File: src/rtl/avg_line_raster.sv
// -----------------------------------------------------------------------------
// avg_line_raster
//
// Drain side of the line queue. Pops one line (start, end, colour) at a time and
// rasterises it with integer Bresenham into a stream of pixel writes, one pixel
// per cycle while the sink is ready. Line coordinates are signed and
// centre-origin. They are mapped to unsigned screen coordinates:
//   screen_x = x + SCREEN_W/2
//   screen_y = SCREEN_H/2 - y
//
// Parameters
//   CW        line coordinate width (signed two's complement)
//   SCREEN_W  screen width in pixels
//   SCREEN_H  screen height in pixels
//   PW        pixel coordinate output width (PW <= CW+1)
//
// Ports
//   clk, rst_b                 clock, asynchronous active-low reset
//   qStartX/Y, qEndX/Y, qColor head-of-queue line, valid while !qEmpty
//   qEmpty                     queue empty flag
//   qRead                      one-cycle pop strobe to the queue
//   pixX, pixY, pixColor       current pixel (screen coordinates, colour)
//   pixValid / pixReady        pixel handshake; data held stable while stalled
//   busy                       high whenever a line is being set up or drawn
//
// Optional feature (compile-time macro AVG_RASTER_CLIP_EN)
//   When defined, pixels outside the visible screen are still stepped through
//   (one cycle each, no handshake) but pixValid stays low for them.
//   When undefined, every pixel is emitted and its coordinates wrap to PW bits.
// -----------------------------------------------------------------------------
module avg_line_raster #(
    parameter int CW       = 11,
    parameter int SCREEN_W = 640,
    parameter int SCREEN_H = 480,
    parameter int PW       = 10
) (
    input  logic          clk,
    input  logic          rst_b,
    input  logic [CW-1:0] qStartX,
    input  logic [CW-1:0] qStartY,
    input  logic [CW-1:0] qEndX,
    input  logic [CW-1:0] qEndY,
    input  logic [2:0]    qColor,
    input  logic          qEmpty,
    output logic          qRead,
    output logic [PW-1:0] pixX,
    output logic [PW-1:0] pixY,
    output logic [2:0]    pixColor,
    output logic          pixValid,
    input  logic          pixReady,
    output logic          busy
);

    // Screen geometry in the signed CW+1 bit domain used for the mapping.
    localparam logic signed [CW:0] HALF_W = (CW+1)'(SCREEN_W / 2);
    localparam logic signed [CW:0] HALF_H = (CW+1)'(SCREEN_H / 2);
    localparam logic signed [CW:0] SCR_W  = (CW+1)'(SCREEN_W);
    localparam logic signed [CW:0] SCR_H  = (CW+1)'(SCREEN_H);
    localparam logic signed [CW-1:0] ONE  = CW'(1);

`ifdef AVG_RASTER_CLIP_EN
    localparam bit CLIP = 1'b1;
`else
    localparam bit CLIP = 1'b0;
`endif

    typedef enum logic [1:0] {
        IDLE  = 2'd0,
        SETUP = 2'd1,
        DRAW  = 2'd2
    } state_t;

    state_t state_q, state_d;

    // Latched line
    logic signed [CW-1:0] x0_q, y0_q, x1_q, y1_q;
    logic [2:0]           color_q;

    // Bresenham state. dx >= 0, dy <= 0; both fit in CW+1 bits because the
    // largest coordinate difference is 2^CW - 1. err stays within about
    // 1.5x those magnitudes, so CW+2 bits cannot overflow.
    logic signed [CW:0]   dx_q, dy_q;
    logic                 sx_neg_q, sy_neg_q;
    logic signed [CW+1:0] err_q;
    logic signed [CW-1:0] cur_x_q, cur_y_q;

    // Registered pixel outputs plus on-screen flag for the current pixel
    logic [PW-1:0]        pix_x_q, pix_y_q;
    logic                 pix_vis_q;

    // Keeps qRead quiet during reset and for the first edge after release.
    logic                 armed_q;

    // -------------------------------------------------------------------------
    // Coordinate mapping
    // -------------------------------------------------------------------------
    function automatic logic signed [CW:0] map_x(input logic signed [CW-1:0] x);
        return $signed({x[CW-1], x}) + HALF_W;
    endfunction

    function automatic logic signed [CW:0] map_y(input logic signed [CW-1:0] y);
        return HALF_H - $signed({y[CW-1], y});
    endfunction

    function automatic logic on_screen(input logic signed [CW:0] mx,
                                       input logic signed [CW:0] my);
        return (mx >= 0) && (mx < SCR_W) && (my >= 0) && (my < SCR_H);
    endfunction

    // -------------------------------------------------------------------------
    // Setup arithmetic (from the latched line)
    // -------------------------------------------------------------------------
    logic signed [CW:0]   diff_x, diff_y, abs_dx, neg_dy;
    logic signed [CW+1:0] err_init;
    logic signed [CW:0]   start_mx, start_my;

    assign diff_x   = $signed({x1_q[CW-1], x1_q}) - $signed({x0_q[CW-1], x0_q});
    assign diff_y   = $signed({y1_q[CW-1], y1_q}) - $signed({y0_q[CW-1], y0_q});
    assign abs_dx   = diff_x[CW] ? -diff_x : diff_x;
    assign neg_dy   = diff_y[CW] ? diff_y : -diff_y;
    assign err_init = $signed({abs_dx[CW], abs_dx}) + $signed({neg_dy[CW], neg_dy});
    assign start_mx = map_x(x0_q);
    assign start_my = map_y(y0_q);

    // -------------------------------------------------------------------------
    // Step arithmetic (one Bresenham iteration)
    // -------------------------------------------------------------------------
    logic signed [CW+2:0] e2, dx_w, dy_w;
    logic                 step_x, step_y, at_end;
    logic signed [CW+1:0] err_next;
    logic signed [CW-1:0] nx, ny;
    logic signed [CW:0]   next_mx, next_my;

    assign e2     = $signed({err_q, 1'b0});
    assign dx_w   = $signed({{2{dx_q[CW]}}, dx_q});
    assign dy_w   = $signed({{2{dy_q[CW]}}, dy_q});
    assign step_x = (e2 >= dy_w);
    assign step_y = (e2 <= dx_w);

    // Both corrections apply together, giving a diagonal step.
    assign err_next = err_q
                    + (step_x ? $signed({dy_q[CW], dy_q}) : '0)
                    + (step_y ? $signed({dx_q[CW], dx_q}) : '0);

    assign nx = step_x ? (sx_neg_q ? cur_x_q - ONE : cur_x_q + ONE) : cur_x_q;
    assign ny = step_y ? (sy_neg_q ? cur_y_q - ONE : cur_y_q + ONE) : cur_y_q;

    assign next_mx = map_x(nx);
    assign next_my = map_y(ny);

    assign at_end  = (cur_x_q == x1_q) && (cur_y_q == y1_q);

    // -------------------------------------------------------------------------
    // Handshake / control
    // -------------------------------------------------------------------------
    logic pop, advance;

    assign pop     = (state_q == IDLE) && armed_q && !qEmpty;
    // A clipped pixel needs no handshake; it simply consumes its cycle.
    assign advance = (state_q == DRAW) && (!pix_vis_q || pixReady);

    assign qRead    = pop;
    assign busy     = (state_q != IDLE);
    assign pixValid = (state_q == DRAW) && pix_vis_q;
    assign pixX     = pix_x_q;
    assign pixY     = pix_y_q;
    assign pixColor = color_q;

    // -------------------------------------------------------------------------
    // FSM
    // -------------------------------------------------------------------------
    // NOTE: sequential state uses non-blocking assignments so every register
    // samples pre-edge values regardless of process evaluation order.
    always_ff @(posedge clk or negedge rst_b) begin
        if (!rst_b) begin
            state_q <= IDLE;
        end else begin
            state_q <= state_d;
        end
    end

    // NOTE: state_d gets its default before the case so no path leaves it
    // unassigned, which would otherwise infer a latch.
    always_comb begin
        state_d = state_q;
        case (state_q)
            IDLE:    if (pop) state_d = SETUP;
            SETUP:   state_d = DRAW;
            DRAW:    if (advance && at_end) state_d = IDLE;
            default: state_d = IDLE;
        endcase
    end

    // -------------------------------------------------------------------------
    // Datapath
    // -------------------------------------------------------------------------
    always_ff @(posedge clk or negedge rst_b) begin
        if (!rst_b) begin
            armed_q   <= 1'b0;
            x0_q      <= '0;
            y0_q      <= '0;
            x1_q      <= '0;
            y1_q      <= '0;
            color_q   <= '0;
            dx_q      <= '0;
            dy_q      <= '0;
            sx_neg_q  <= 1'b0;
            sy_neg_q  <= 1'b0;
            err_q     <= '0;
            cur_x_q   <= '0;
            cur_y_q   <= '0;
            pix_x_q   <= '0;
            pix_y_q   <= '0;
            pix_vis_q <= 1'b0;
        end else begin
            armed_q <= 1'b1;
            case (state_q)
                IDLE: begin
                    if (pop) begin
                        x0_q    <= $signed(qStartX);
                        y0_q    <= $signed(qStartY);
                        x1_q    <= $signed(qEndX);
                        y1_q    <= $signed(qEndY);
                        color_q <= qColor;
                    end
                end
                SETUP: begin
                    dx_q      <= abs_dx;
                    dy_q      <= neg_dy;
                    sx_neg_q  <= diff_x[CW];
                    sy_neg_q  <= diff_y[CW];
                    err_q     <= err_init;
                    cur_x_q   <= x0_q;
                    cur_y_q   <= y0_q;
                    pix_x_q   <= start_mx[PW-1:0];
                    pix_y_q   <= start_my[PW-1:0];
                    pix_vis_q <= !CLIP || on_screen(start_mx, start_my);
                end
                DRAW: begin
                    if (advance && !at_end) begin
                        err_q     <= err_next;
                        cur_x_q   <= nx;
                        cur_y_q   <= ny;
                        pix_x_q   <= next_mx[PW-1:0];
                        pix_y_q   <= next_my[PW-1:0];
                        pix_vis_q <= !CLIP || on_screen(next_mx, next_my);
                    end
                end
                default: ;
            endcase
        end
    end

endmodule

File: config.mk
export PLATFORM = sky130hd
export DESIGN_NAME = avg_line_raster
export DESIGN_NICKNAME = d
export VERILOG_FILES = /design/src/rtl/avg_line_raster.sv
export SDC_FILE = /design/constraint.sdc
export NUM_CORES = 1
export LEC_CHECK = 0
export BUFFER_PORTS_ARGS = -buffer_cell sky130_fd_sc_hd__buf_2
export CAP_MARGIN = 20
export CORE_MARGIN = 5
export CORE_UTILIZATION = 60
export DETAILED_ROUTE_END_ITERATION = 8
export GPL_TIMING_DRIVEN = 0
export PLACE_DENSITY = 0.81
export SETUP_SLACK_MARGIN = 0.4
export SYNTH_ARGS = -nofsm -noshare
export SYNTH_HDL_FRONTEND = slang
export SYNTH_SLANG_ARGS = --single-unit
export TNS_END_PERCENT = 5
File: constraint.sdc
create_clock -name clk -period 10.6 [get_ports clk]
set_input_delay 3.18 -clock clk [delete_from_list [all_inputs] [get_ports clk]]
set_output_delay 3.18 -clock clk [all_outputs]
set_load 0.05 [all_outputs]
==> results.cfg <==
[outcome]
status = completed

[worst_setup_path]
cp_slowest_cell = nand3b_1
cp-end-kind = primary output
max_stage_delay_ps = 400
critPathRequiredTime_ps = 7420
crit_fanout = 10
crit_chain = buf_2 -> nand3b_1 -> clkinv_1 -> buf_1 -> buf_2
reg2reg_slack_ps = 4600
crit_arrival_ps = 4560
crit_path_frequent_cell = buf_2
crit_path_start_kind = primary input
crit_type = in -> out

[clocking]
tritoncts = yes
htreeDepth = 4
clkSinkCount = 125
cts.clk_slew.worst_paths_ps = 60
ctsHoldBuffers = 0
cts_buffer_depth = 2
post_cts_buffers = 0
cts_resized = 0
cts-root-buf = clkbuf_16
cts_made_buffers = 17
insertion_delay_ps = 430

[synth]
synth_flop_cell = dfrtp_1
async_flop_share_pct = 100.0
syn_nets = 1326
ys_ff_latch = 125
syn_area_um2 = 9863
syn_area_per_cell_um2 = 8.503
ys_types = 80
synth_edf_count = 0
syn_inst = 1160
seq_area_frac_synth_pct = 31.71
yosysWarningCount = 0

[route]
drc_errors = 0
dr.first_iter.drc_count = 599
via_per_inst = 5.942
vias = 8824
wl_um = 28000
drt-pass1-iter-count = 5
antenna_left = 0
wl_per_cell_um = 18.86

[global_route]
grt_pass1_vias = 8752
track_usage_pct = 29.56
grt_max_degree = 102
antenna_found_initial = 0
grt_overflow = 0
grt_pass1_wl_um = 45460

[cells_and_area]
layout_common_cells = 210 x nand2_1, 125 x dfrtp_1, 111 x o21ai_0
post-route-util_pct = 69.85
n_antenna_cell = 0
fin_area_um2 = 11180
final_common_cell = nand2_1
syn_to_final_growth_pct = 13.31
nFillCells = 1351
nNetsFinal = 1422
drive_above_1_share_pct = 12.53

[die]
start_util_pct = 61.64
ioPinCount = 77
dieArea_um2 = 19100
die_h_um = 138.2
fp-row-count = 46
core-area_um2 = 16000
die_x_um = 138.2

[worst_hold_path]
min_path_type = reg -> reg

[sta]
worstMarginPinSlew_ps = 787.2
fmax_mhz = 129.2
relSlewSlack_pct = 47.52
finalHoldViolations = 0
fin_hold_ws_ps = 473.4
maxSlewViolCount = 0
setup_tns_ps = 0
final-setup-viol-count = 0
fin_worst_skew_ps = 8.907
period_needed_ps = 7741
rsz0062_at_grt = false
period_share_pct = 73.03

[placement]
dp_hpwl_um = 21560
place_area_um2 = 10550
numPortBuffers = 76
place_congestion = 0.9531

[job]
max_cap_violations = 0

[power]
pwr-share-clk_pct = 18.1
p_switching_mw = 1.629
p_comb_share_pct = 63.2
swShare_pct = 47.43
p_int_mw = 1.806
vdd_drop_max_mv = 0.1902
p_per_area_nw_per_um2 = 307.4
p_seq_share_pct = 18.7
leakagePower_nw = 5.507
-- final cells by class --
| class | instances | area, um2 | area share (%) |
|---|---|---|---|
| multi-input combinational | 899 | 6188 | 55.37 |
| buffer | 47 | 212.7 | 1.903 |
| sequential | 125 | 3128 | 27.99 |
| timing repair buffer | 77 | 414.1 | 3.706 |
| clock buffer | 21 | 470.5 | 4.210 |
| clock inverter | 11 | 157.7 | 1.411 |
| tap | 216 | 270.3 | 2.418 |
| inverter | 89 | 334.1 | 2.989 |
-- sequential cells by signal, summed over array words and instances, names as in the netlist, 2 cells and up, named ones only --
register  count
cur_x_q       5
cur_y_q      10
dx_q         12
dy_q         12
err_q        13
pixColor      3
pixX          5
pixY         10
state_q       2
x0_q         11
x1_q         11
y0_q         11
y1_q         11
-- metal layers --
layer  vias to the layer above  share of wire [%]  global-route usage [%]
met3                        70                7.4                   5.379
met1                      4210                 43                   40.54
met2                       360                 46                   47.05
met5                         -                  0                       0
met4                         0                3.4                   11.08
li1                       4184                  -                       -
-- power by group through the flow --
stage	combinational [mW]	sequential [mW]	clock, mW
detailed placement	2.07	0.646	0
finish	2.17	0.643	0.623
global route	2.35	0.651	0.643
floorplan	1.55	0.680	0
CTS	2.11	0.640	0.622
global placement	2.03	0.646	0
-- cells in the mapped netlist (16+ instances only) --
| cell | number | area, um2 |
|---|---|---|
| nand2b_1 | 16 | 100.1 |
| inv_1 | 87 | 326.6 |
| o21ai_0 | 111 | 555.5 |
| clkbuf_1 | 35 | 131.4 |
| a21oi_1 | 60 | 300.3 |
| dfrtp_1 | 125 | 3128 |
| xor2_1 | 25 | 219.0 |
| fa_1 | 18 | 360.4 |
| nand2_1 | 210 | 788.3 |
| ha_1 | 97 | 1214 |
| a21o_1 | 17 | 127.6 |
| nor2_1 | 54 | 202.7 |
| xnor2_1 | 73 | 639.4 |
-- critical path, delay by kind of cell --
family	cells	cell delay, ps
buffers and inverters	4	970
and+or+nand+nor	1	400
-- logic make-up (layout without fill, tap and decap cells) --
group,Yosys count,in the layout,synth area share [%]
multiplexers,14,14,1.649
adder cells (fa/ha/maj),115,115,15.96
flip-flops,125,125,31.71
other,1,1,0.03802
XOR/XNOR,99,99,8.867
AO/OA/AOI/OAI,295,295,19.16
AND/OR/NAND/NOR,375,375,17.07
buffers and inverters,136,245,5.544
-- worst paths after layout --
check | cells past startpoint | from | end
max | 5 | qEmpty | qRead
min | 2 | pixX[7] | pixX[7]
max reg2reg | 21 | err_q[8] | err_q[11]
min reg2reg | 2 | pixX[7] | pixX[7]
max in group asynchronous | 2 | rst_b | async pin
min in group asynchronous | 1 | rst_b | pixY[8]
-- stage by stage --
step	cells	setup WS (ps)	power, mW
after floorplan	1160	3162	2.228
after global placement	1452	2896	2.678
after detailed placement	1453	2871	2.718
after CTS	1485	2862	3.368
after global routing	1485	2741	3.645
final	1485	2859	3.436
No activity file was read; power rests on OpenSTA's default activity.
